File: config.mk
export PLATFORM = sky130hd
export DESIGN_NAME = instr_packer
export DESIGN_NICKNAME = d
export VERILOG_FILES = /design/src/rtl/riscv_pkg.sv /design/src/rtl/instr_packer_imm_pack.sv /design/src/rtl/instr_packer.sv
export SDC_FILE = /design/constraint.sdc
export NUM_CORES = 1
export LEC_CHECK = 0
export ABC_AREA = 1
export BUFFER_PORTS_ARGS = -buffer_cell sky130_fd_sc_hd__buf_2
export CAP_MARGIN = 20
export CORE_UTILIZATION = 42
export CTS_CLUSTER_DIAMETER = 150
export DETAILED_ROUTE_END_ITERATION = 12
export GPL_ROUTABILITY_DRIVEN = 0
export HOLD_SLACK_MARGIN = 0.08
export PLACE_DENSITY = 0.76
export SYNTH_ARGS = -nofsm -noshare
export SYNTH_HDL_FRONTEND = slang
export SYNTH_SLANG_ARGS = --single-unit
File: constraint.sdc
create_clock -name clk -period 1.4 [get_ports clk]
set_input_delay 0.35 -clock clk [delete_from_list [all_inputs] [get_ports clk]]
set_output_delay 0.35 -clock clk [all_outputs]
set_load 0.05 [all_outputs]
File: src/rtl/riscv_pkg.sv
// Shared RV32 encoding constants, packer FSM states and the immediate extractor
// used to re-decode packed words (the inverse of imm_pack).
package riscv_pkg;

    localparam logic [1:0] IMM_I = 2'b00;
    localparam logic [1:0] IMM_S = 2'b01;

    localparam logic [6:0] OPC_OPIMM = 7'b0010011;
    localparam logic [6:0] OPC_LOAD  = 7'b0000011;
    localparam logic [6:0] OPC_STORE = 7'b0100011;

    typedef enum logic [1:0] {
        ST_IDLE  = 2'd0,
        ST_WRITE = 2'd1,
        ST_FULL  = 2'd2
    } state_t;

    // Same extraction the core performs on a fetched word.
    function automatic logic [31:0] extract_imm(input logic [1:0] src, input logic [31:0] word);
        logic [31:0] val;
        if (src == IMM_S) val = {{20{word[31]}}, word[31:25], word[11:7]};
        else              val = {{20{word[31]}}, word[31:20]};
        return val;
    endfunction

endpackage

File: src/rtl/instr_packer_imm_pack.sv
// Combinational field packer: builds an I- or S-type word and flags whether the
// bundle is encodable (legal imm_src and imm fits in a signed 12-bit field).
module imm_pack
    import riscv_pkg::*;
(
    input  logic [1:0]  imm_src,
    input  logic [31:0] imm,
    input  logic [6:0]  opcode,
    input  logic [2:0]  funct3,
    input  logic [4:0]  rd,
    input  logic [4:0]  rs1,
    input  logic [4:0]  rs2,
    output logic [31:0] word,
    output logic        legal
);

    logic range_ok;

    always_comb begin
        // Representable iff the top 21 bits are a pure sign extension.
        range_ok = (imm[31:11] == '0) || (imm[31:11] == '1);
        word     = '0;
        legal    = 1'b0;
        case (imm_src)
            IMM_I: begin
                word  = {imm[11:0], rs1, funct3, rd, opcode};
                legal = range_ok;
            end
            IMM_S: begin
                word  = {imm[11:5], rs2, rs1, funct3, imm[4:0], opcode};
                legal = range_ok;
            end
            default: ;
        endcase
    end

endmodule

File: src/rtl/instr_packer.sv
// Boot loader: packs instruction field bundles and writes them sequentially into
// instruction memory. Define ROUNDTRIP_CHECK_EN to add the sticky re-decode checker.
module instr_packer
    import riscv_pkg::*;
#(
    parameter int DEPTH_LOG2 = 6,
    parameter int BASE_ADDR  = 0
) (
    input  logic                  clk,
    input  logic                  rst_n,
    input  logic                  clear,
    input  logic                  in_valid,
    output logic                  in_ready,
    input  logic [1:0]            imm_src,
    input  logic [31:0]           imm,
    input  logic [6:0]            opcode,
    input  logic [2:0]            funct3,
    input  logic [4:0]            rd,
    input  logic [4:0]            rs1,
    input  logic [4:0]            rs2,
    output logic                  mem_we,
    input  logic                  mem_ack,
    output logic [DEPTH_LOG2-1:0] mem_addr,
    output logic [31:0]           mem_wdata,
    output logic [DEPTH_LOG2:0]   wr_count,
    output logic                  full,
    output logic                  err_range,
    output logic                  err_src,
`ifdef ROUNDTRIP_CHECK_EN
    output logic                  err_roundtrip,
`endif
    output logic [1:0]            dbg_state
);

    // Both handshakes: a transfer happens on a rising edge where valid and
    // ready/ack are high together; the source holds its payload until then.
    localparam logic [DEPTH_LOG2-1:0] BASE_A = DEPTH_LOG2'(BASE_ADDR);
    localparam logic [DEPTH_LOG2-1:0] LAST_A = BASE_A - DEPTH_LOG2'(1);

    state_t                state_q, state_d;
    logic [DEPTH_LOG2-1:0] addr_q, addr_d;
    logic [31:0]           wdata_q, wdata_d;
    logic [DEPTH_LOG2:0]   count_q, count_d;
    logic                  err_range_q, err_range_d;
    logic                  err_src_q, err_src_d;
    logic [31:0]           packed_word;
    logic                  packed_legal;

    imm_pack u_imm_pack (
        .imm_src (imm_src),
        .imm     (imm),
        .opcode  (opcode),
        .funct3  (funct3),
        .rd      (rd),
        .rs1     (rs1),
        .rs2     (rs2),
        .word    (packed_word),
        .legal   (packed_legal)
    );

    always_comb begin
        state_d     = state_q;
        addr_d      = addr_q;
        wdata_d     = wdata_q;
        count_d     = count_q;
        err_range_d = 1'b0;
        err_src_d   = 1'b0;
        if (clear) begin
            state_d = ST_IDLE;
            addr_d  = BASE_A;
            count_d = '0;
        end else begin
            case (state_q)
                ST_IDLE: begin
                    if (in_valid) begin
                        if (imm_src[1])         err_src_d   = 1'b1;
                        else if (!packed_legal) err_range_d = 1'b1;
                        else begin
                            wdata_d = packed_word;
                            state_d = ST_WRITE;
                        end
                    end
                end
                ST_WRITE: begin
                    if (mem_ack) begin
                        count_d = count_q + 1'b1;
                        if (addr_q == LAST_A) state_d = ST_FULL;
                        else begin
                            addr_d  = addr_q + 1'b1;
                            state_d = ST_IDLE;
                        end
                    end
                end
                default: ;
            endcase
        end
    end

    always_ff @(posedge clk or negedge rst_n) begin
        if (!rst_n) begin
            state_q     <= ST_IDLE;
            addr_q      <= BASE_A;
            wdata_q     <= '0;
            count_q     <= '0;
            err_range_q <= 1'b0;
            err_src_q   <= 1'b0;
        end else begin
            state_q     <= state_d;
            addr_q      <= addr_d;
            wdata_q     <= wdata_d;
            count_q     <= count_d;
            err_range_q <= err_range_d;
            err_src_q   <= err_src_d;
        end
    end

`ifdef ROUNDTRIP_CHECK_EN
    logic rt_q, rt_d;

    always_comb begin
        rt_d = rt_q;
        if (clear) rt_d = 1'b0;
        else if (state_q == ST_IDLE && in_valid && packed_legal &&
                 extract_imm(imm_src, packed_word) != imm)
            rt_d = 1'b1;
    end

    always_ff @(posedge clk or negedge rst_n) begin
        if (!rst_n) rt_q <= 1'b0;
        else        rt_q <= rt_d;
    end

    assign err_roundtrip = rt_q;
`endif

    // mem_we and full decode straight from state so reset drops them at once.
    assign in_ready  = (state_q == ST_IDLE);
    assign mem_we    = (state_q == ST_WRITE);
    assign full      = (state_q == ST_FULL);
    assign mem_addr  = addr_q;
    assign mem_wdata = wdata_q;
    assign wr_count  = count_q;
    assign err_range = err_range_q;
    assign err_src   = err_src_q;
    assign dbg_state = state_q;

endmodule

==> results of run 1 <==
==> registers in the layout, indices dropped and copies added (netlist names) <==
signal	flops
dbg_state	2
err_range	1
err_src	1
mem_addr	6
mem_wdata	32
wr_count	7
==> logic make-up (layout without fill, tap and decap cells) <==
| kind of cell | after synthesis | count (layout) | share of synthesized area |
|---|---|---|---|
| buf+inv | 59 | 201 | 0.0998 |
| flops | 49 | 49 | 0.492 |
| simple gates | 173 | 174 | 0.301 |
| fa+ha+maj | 2 | 2 | 0.0100 |
| compound gates | 38 | 38 | 0.0873 |
| xor+xnor | 3 | 3 | 0.0105 |
==> power groups by stage <==
stage	Sequential (W)	Clock [W]	Combinational (W)
2_1_floorplan	0.00175	0	0.000235
3_3_place_gp	0.00156	0	0.000700
3_5_place_dp	0.00157	0	0.000717
4_1_cts	0.00154	0.000869	0.000772
5_1_grt	0.00155	0.000916	0.000929
6_report	0.00154	0.000840	0.000869
==> through the flow <==
stage               std cells  instance area (sq um)
detailed placement        521                   3320
CTS                       530                   3520
global placement          521                   3320
floorplan                 324                   2540
finish                    539                   3760
global route              539                   3760
==> Yosys cell counts (3+ instances only) <==
cell type  count
o21ai_0        8
nand2_2        3
o31ai_1        3
inv_2          5
buf_2          7
nor2_1        26
nand4_1        4
nand3_1       32
a21oi_1        7
o22ai_1        5
inv_1         43
dfrtp_1       49
nand2_1       94
o21ai_1       10
nor3_1         6
==> cells in the final DEF, fill, tap and decap left out, types with 5 or more instances in the layout <==
| cell type | count |
|---|---|
| inv_1 | 42 |
| dfrtp_1 | 44 |
| nor2_1 | 23 |
| clkbuf_8 | 6 |
| nand2_1 | 85 |
| clkbuf_4 | 5 |
| o21ai_0 | 6 |
| o21ai_2 | 13 |
| buf_4 | 19 |
| buf_2 | 104 |
| o22ai_1 | 5 |
| nand2_2 | 10 |
| nand3_1 | 32 |
| buf_6 | 8 |
==> cell type report <==
class                   count  area share
repair buffers            146       0.258
clock inverters             1     0.00200
well taps                  72      0.0240
flip-flops and latches     49       0.329
multi-input cells         217       0.315
inverters                  48      0.0500
clock buffers               6      0.0220
==> worst register-to-register path, delay by kind of cell, from the launching register on <==
kind / cells / cell delay, ns
compound gates: 1 / 0.11
buf+inv: 5 / 0.48
flops: 1 / 0.53
simple gates: 4 / 0.30
==> worst paths after layout <==
| kind | startpoint | end | depth (start not counted) |
|---|---|---|---|
| hold / removal | imm[7] | mem_wdata[27] | 3 |
| max in group asynchronous | rst_n | dbg_state[1] | 3 |
| setup / recovery | dbg_state[1] | in_ready | 3 |
| hold reg to reg | mem_wdata[29] | mem_wdata[29] | 2 |
| setup reg to reg | dbg_state[1] | mem_wdata[21] | 10 |
| min in group asynchronous | rst_n | mem_addr[3] | 3 |
==> layer usage <==
layer,GRT usage,up-vias
met2,0.391,83
met3,0.0414,11
met5,0,-
met1,0.234,1208
li1,-,1311
met4,0.0618,0
==> what timing repair did <==
action | 4_1_cts | 5_1_grt
cloned | 0 | 3
buffers inserted | 1 | 6
hold endpoints to repair | 49 | 0
gates resized for setup | 25 | 40
hold buffers | 1 | 0
pin swaps | 1 | 10
setup endpoints to repair | 30 | 52
==> results.py, run 1 <==
metrics = {
    "layout": {
        "seqCellArea_sq_mm": 0.00123,
        "multi_input_area_sq_mm": 0.00118,
        "fillers": 465,
        "drive_gt1_frac": 0.443,
        "num_antenna_cells": 0,
        "fin_nets": 533,
        "fin_util": 0.670,
        "areaGrowthSynthToFinish_pct": 50.7,
    },
    "die": {
        "dieHeight_um": 79.1,
        "rows": 27,
        "initial_utilization": 0.445,
        "coreArea_sq_mm": 0.00561,
        "dieArea_sq_mm": 0.00625,
        "die_x_um": 79.1,
        "boundaryPins": 116,
    },
    "synthesis": {
        "yosysTopAreaCell": "dfrtp_1",
        "synthCells": 324,
        "synth_edf_count": 0,
        "syn-num-nets": 390,
        "avgSynthCellArea_sq_um": 7.70,
        "syn_area_sq_mm": 0.00249,
        "yosysWarningCount": 0,
        "yosys-top-cells-area": "dfrtp_1 (49%), nand2_1 (14%), inv_1 (6.5%)",
        "ys_seq_area_frac": 0.492,
        "synth_ff_type": "dfrtp_1",
        "ys_ff_latch": 49,
        "synth_top_area_share": 0.492,
        "ys_types": 31,
        "synthArstFlopShare": 1.00,
    },
    "flow_run": {
        "maxCapViolCount": 0,
    },
    "setup_path": {
        "crit_path_max_incr_delay_ns": 0.53,
        "crit_arrival_ns": 1.19,
        "crit_chain": "nor2_4, buf_6, buf_8",
        "cp.required_ns": 1.05,
        "cp_max_fo": 6,
        "path_class": "flop to output pin",
        "setup.worst_path.end_class": "output pin",
        "crit_buf_inv": 2,
        "crit_family": "flip-flops",
        "r2r_slack_ns": -0.12,
        "slowest_stage": "dfrtp_4",
        "crit_path_start_kind": "flop",
    },
    "timing": {
        "fmax_ghz": 0.648,
        "fin_tns_setup_ns": -2.87,
        "setup_ws_ns": -0.142,
        "setup-violations-final": 43,
        "worstMarginPinSlew_ns": 0.270,
        "slew_viol_final": 0,
        "rsz0062_at_grt": "yes",
        "clock_skew_ns": 0.00299,
        "max-slew-margin-rel": 0.818,
        "hold_viol": 0,
        "layout_min_cycle_time_ns": 1.54,
        "fin_crit_sh": 1.10,
        "hold_slack_ns": 0.281,
    },
    "pwr": {
        "p_leak_nw": 2.08,
        "p_sw_frac": 0.321,
        "power.total_w": 0.00325,
        "p_per_area_mw_per_mm2": 865,
        "pwr-share-comb": 0.267,
        "p_clk_frac": 0.258,
        "vdd_drop_max_uv": 590,
        "seqPwrFrac": 0.475,
        "p_int_w": 0.00221,
        "switchingPower_w": 0.00104,
    },
    "place": {
        "port_buffers": 115,
        "dpl_worst_slack_ns": -0.144,
        "dpl.hpwl_um": 4640,
    },
    "global_route": {
        "antenna_found_initial": 0,
        "track_usage": 0.208,
        "grt_pass1_vias": 2441,
        "grt_pass1_wl_um": 10200,
        "grt_max_degree": 50,
        "gr-total-overflow": 0,
    },
    "detailed_routing": {
        "dr.pass1.iters": 5,
        "drt_wl_total_um": 6470,
        "drc_errors": 0,
        "viasPerCell": 4.85,
        "drt_iter0_markers": 159,
        "wl_met3_um": 363,
        "routedWlPerCell_um": 12.0,
        "highest_layer": "met4",
        "vias": 2613,
        "wl_met2_um": 3300,
        "ant_nets": 0,
        "met1_length_um": 2710,
    },
    "clock_network": {
        "clockBufferDepth": 2,
        "cts_made_buffers": 5,
        "cts_root_buffer": "clkbuf_8",
        "cts_max_level": 2,
        "clk_latency_ns": 0.29,
        "cts_sinks": 49,
        "clk_pin_slew_worst_paths_ns": 0.09,
        "cts_tree": "done",
    },
    "run_status": {
        "violations": "setup timing",
        "status": "finished, violations left",
    },
    "min_path": {
        "min_path_type": "primary input to flop",
    },
}
(Power assumes the default switching activity.)
==> inputs of run 2 (changes only) <==
--- a/config.mk
+++ b/config.mk
@@ -8,12 +8,12 @@
 export ABC_AREA = 1
 export BUFFER_PORTS_ARGS = -buffer_cell sky130_fd_sc_hd__buf_2
 export CAP_MARGIN = 20
-export CORE_UTILIZATION = 42
+export CORE_UTILIZATION = 47
 export CTS_CLUSTER_DIAMETER = 150
 export DETAILED_ROUTE_END_ITERATION = 12
 export GPL_ROUTABILITY_DRIVEN = 0
 export HOLD_SLACK_MARGIN = 0.08
-export PLACE_DENSITY = 0.76
+export PLACE_DENSITY = 0.81
 export SYNTH_ARGS = -nofsm -noshare
 export SYNTH_HDL_FRONTEND = slang
 export SYNTH_SLANG_ARGS = --single-unit
==> constraint.sdc (replaced) <==
create_clock -name clk -period 1.5 [get_ports clk]
set_input_delay 0.375 -clock clk [delete_from_list [all_inputs] [get_ports clk]]
set_output_delay 0.375 -clock clk [all_outputs]
set_load 0.05 [all_outputs]
==> results.py, run 2 (synthesized netlist as in run 1, its figures left out) <==
metrics = {
    "global_route": {
        "gr-total-overflow": 0,
        "grt_pass1_wl_um": 9360,
        "grt_pass1_vias": 2195,
        "track_usage": 0.220,
        "grt_max_degree": 50,
        "antenna_found_initial": 1,
    },
    "layout": {
        "drive_gt1_frac": 0.447,
        "stdcell_count": 533,
        "final_common_cell": "buf_2",
        "fillers": 412,
        "areaGrowthSynthToFinish_pct": 47.8,
        "fin_nets": 528,
        "fin_area_sq_mm": 0.00369,
        "largest_reg_flops": 32,
        "mostFrequentLayoutCells": "buf_2 (112), nand2_1 (73), dfrtp_1 (44)",
        "num_antenna_cells": 0,
    },
    "die": {
        "rows": 26,
        "boundaryPins": 116,
        "die_x_um": 74.8,
        "dieArea_sq_mm": 0.00560,
        "coreArea_sq_mm": 0.00511,
        "initial_utilization": 0.488,
        "dieHeight_um": 74.8,
    },
    "detailed_routing": {
        "drt_wl_total_um": 6390,
        "vias": 2542,
        "viasPerCell": 4.77,
        "ant_nets": 0,
        "drc_errors": 0,
        "drt_iter0_markers": 92,
        "routedWlPerCell_um": 12.0,
        "dr.pass1.iters": 4,
    },
    "timing": {
        "hold_viol": 0,
        "setup_ws_ns": -0.0440,
        "max-slew-margin-rel": 0.789,
        "worstMarginPinSlew_ns": 0.315,
        "layout_min_cycle_time_ns": 1.54,
        "fin_tns_setup_ns": -0.116,
        "clock_skew_ns": 0.0132,
        "rsz0062_at_grt": "yes",
        "setup-violations-final": 4,
        "slew_viol_final": 0,
        "fmax_ghz": 0.648,
        "fin_crit_sh": 1.03,
    },
    "place": {
        "dpl_cell_area_sq_mm": 0.00329,
        "dpl_worst_slack_ns": -0.0317,
        "dpl.hpwl_um": 4610,
        "dp_cells": 515,
        "port_buffers": 115,
    },
    "setup_path": {
        "cp_max_fo": 3,
        "crit_buf_inv": 3,
        "cp.required_ns": 1.12,
        "crit_path_start_kind": "flop",
        "crit_arrival_ns": 1.17,
        "worst_path_most_repeated_cell": "buf_6",
        "slowest_stage": "dfrtp_4",
        "crit_family": "flip-flops",
        "crit_path_max_incr_delay_ns": 0.52,
        "setup.worst_path.end_class": "output pin",
        "r2r_cells": 9,
        "r2r_slack_ns": 0,
        "cp.depth": 4,
        "crit_chain": "buf_6, inv_2, nor2_2, buf_6",
        "path_class": "flop to output pin",
    },
    "pwr": {
        "vdd_drop_max_uv": 715,
        "p_per_area_mw_per_mm2": 803,
        "p_leak_nw": 2.07,
    },
    "clock_network": {
        "clk_latency_ns": 0.30,
        "cts_max_level": 2,
        "cts_tree": "done",
        "cts_made_buffers": 5,
        "cts_sinks": 49,
        "clockBufferDepth": 2,
        "clk_pin_slew_worst_paths_ns": 0.09,
        "cts_root_buffer": "clkbuf_8",
    },
    "min_path": {
        "hold_path_depth": 3,
        "min_path_type": "primary input to flop",
    },
    "run_status": {
        "violations": "setup timing",
        "status": "finished, violations left",
    },
    "flow_run": {
        "maxCapViolCount": 0,
    },
}
[run 2: cell types whose count changed in the layout (fill, tap and decap cells not counted), sizes merged]
| cell | change |
|---|---|
| clkbuf | -5 |
| clkinv | +2 |
| clkinvlp | -1 |
[run 2: timing repair]
action | in CTS | in global routing
pin swaps | 0 | 6
buffers inserted | 1 | 4
hold buffers | 1 | 0
resized for setup | 9 | 48
cloned | 0 | 4
endpoints found under the setup margin | 4 | 44
hold endpoints to repair | 49 | 0
[run 2: final timing paths]
kind | to | startpoint
min reg2reg | mem_wdata[25] | mem_wdata[25]
min in group asynchronous | mem_wdata[18] | rst_n
min | mem_wdata[25] | imm[5]
max in group asynchronous | dbg_state[1] | rst_n
max | full | dbg_state[1]
max reg2reg | mem_wdata[11] | dbg_state[1]
[run 2: worst register-to-register path: stages, from the launching register on]
cell and delay, ns:
dfrtp_4 0.52, nor2_4 0.17, nand2_2 0.08, inv_2 0.08
nand2_4 0.05, inv_4 0.09, nand2_8 0.10, buf_12 0.16
o21ai_2 0.10, inv_1 0.05
[run 2: layout make-up]
| cell class | count | area [sq um] | area share |
|---|---|---|---|
| clock buffers | 6 | 82.6 | 0.0224 |
| clock inverters | 2 | 13.8 | 0.00373 |
| inverters | 48 | 183 | 0.0496 |
| multi-input cells | 217 | 1180 | 0.320 |
| flip-flops and latches | 49 | 1230 | 0.335 |
| well taps | 70 | 87.6 | 0.0238 |
| repair buffers | 141 | 903 | 0.245 |
[run 2: routing by layer]
metal | global-route usage | vias up | share of wire | wire length (um)
met3 | 0.0643 | 7 | 0.056 | 356
met5 | 0 | - | 0.0020 | 13
met2 | 0.379 | 71 | 0.50 | 3220
met4 | 0.0671 | 2 | 0.0069 | 44
li1 | - | 1299 | - | -
met1 | 0.267 | 1163 | 0.43 | 2760
[run 2: report_power, final]
| part | total (W) | internal [W] | switching, W |
|---|---|---|---|
| clock network | 0.000807 | 0.000374 | 0.000433 |
| logic | 0.000710 | 0.000248 | 0.000462 |
| registers | 0.00144 | 0.00137 | 0.0000665 |
| total | 0.00296 | 0.00200 | 0.000961 |
[run 2: per-stage QoR]
stage	power [W]	util	hold WS (ns)
after floorplan	0.00185	-	0.0794
after global placement	0.00208	0.644	0.384
after detailed placement	0.00210	0.644	0.383
after CTS	0.00292	0.671	0.296
after global routing	0.00311	0.722	0.291
final	0.00296	0.722	0.301
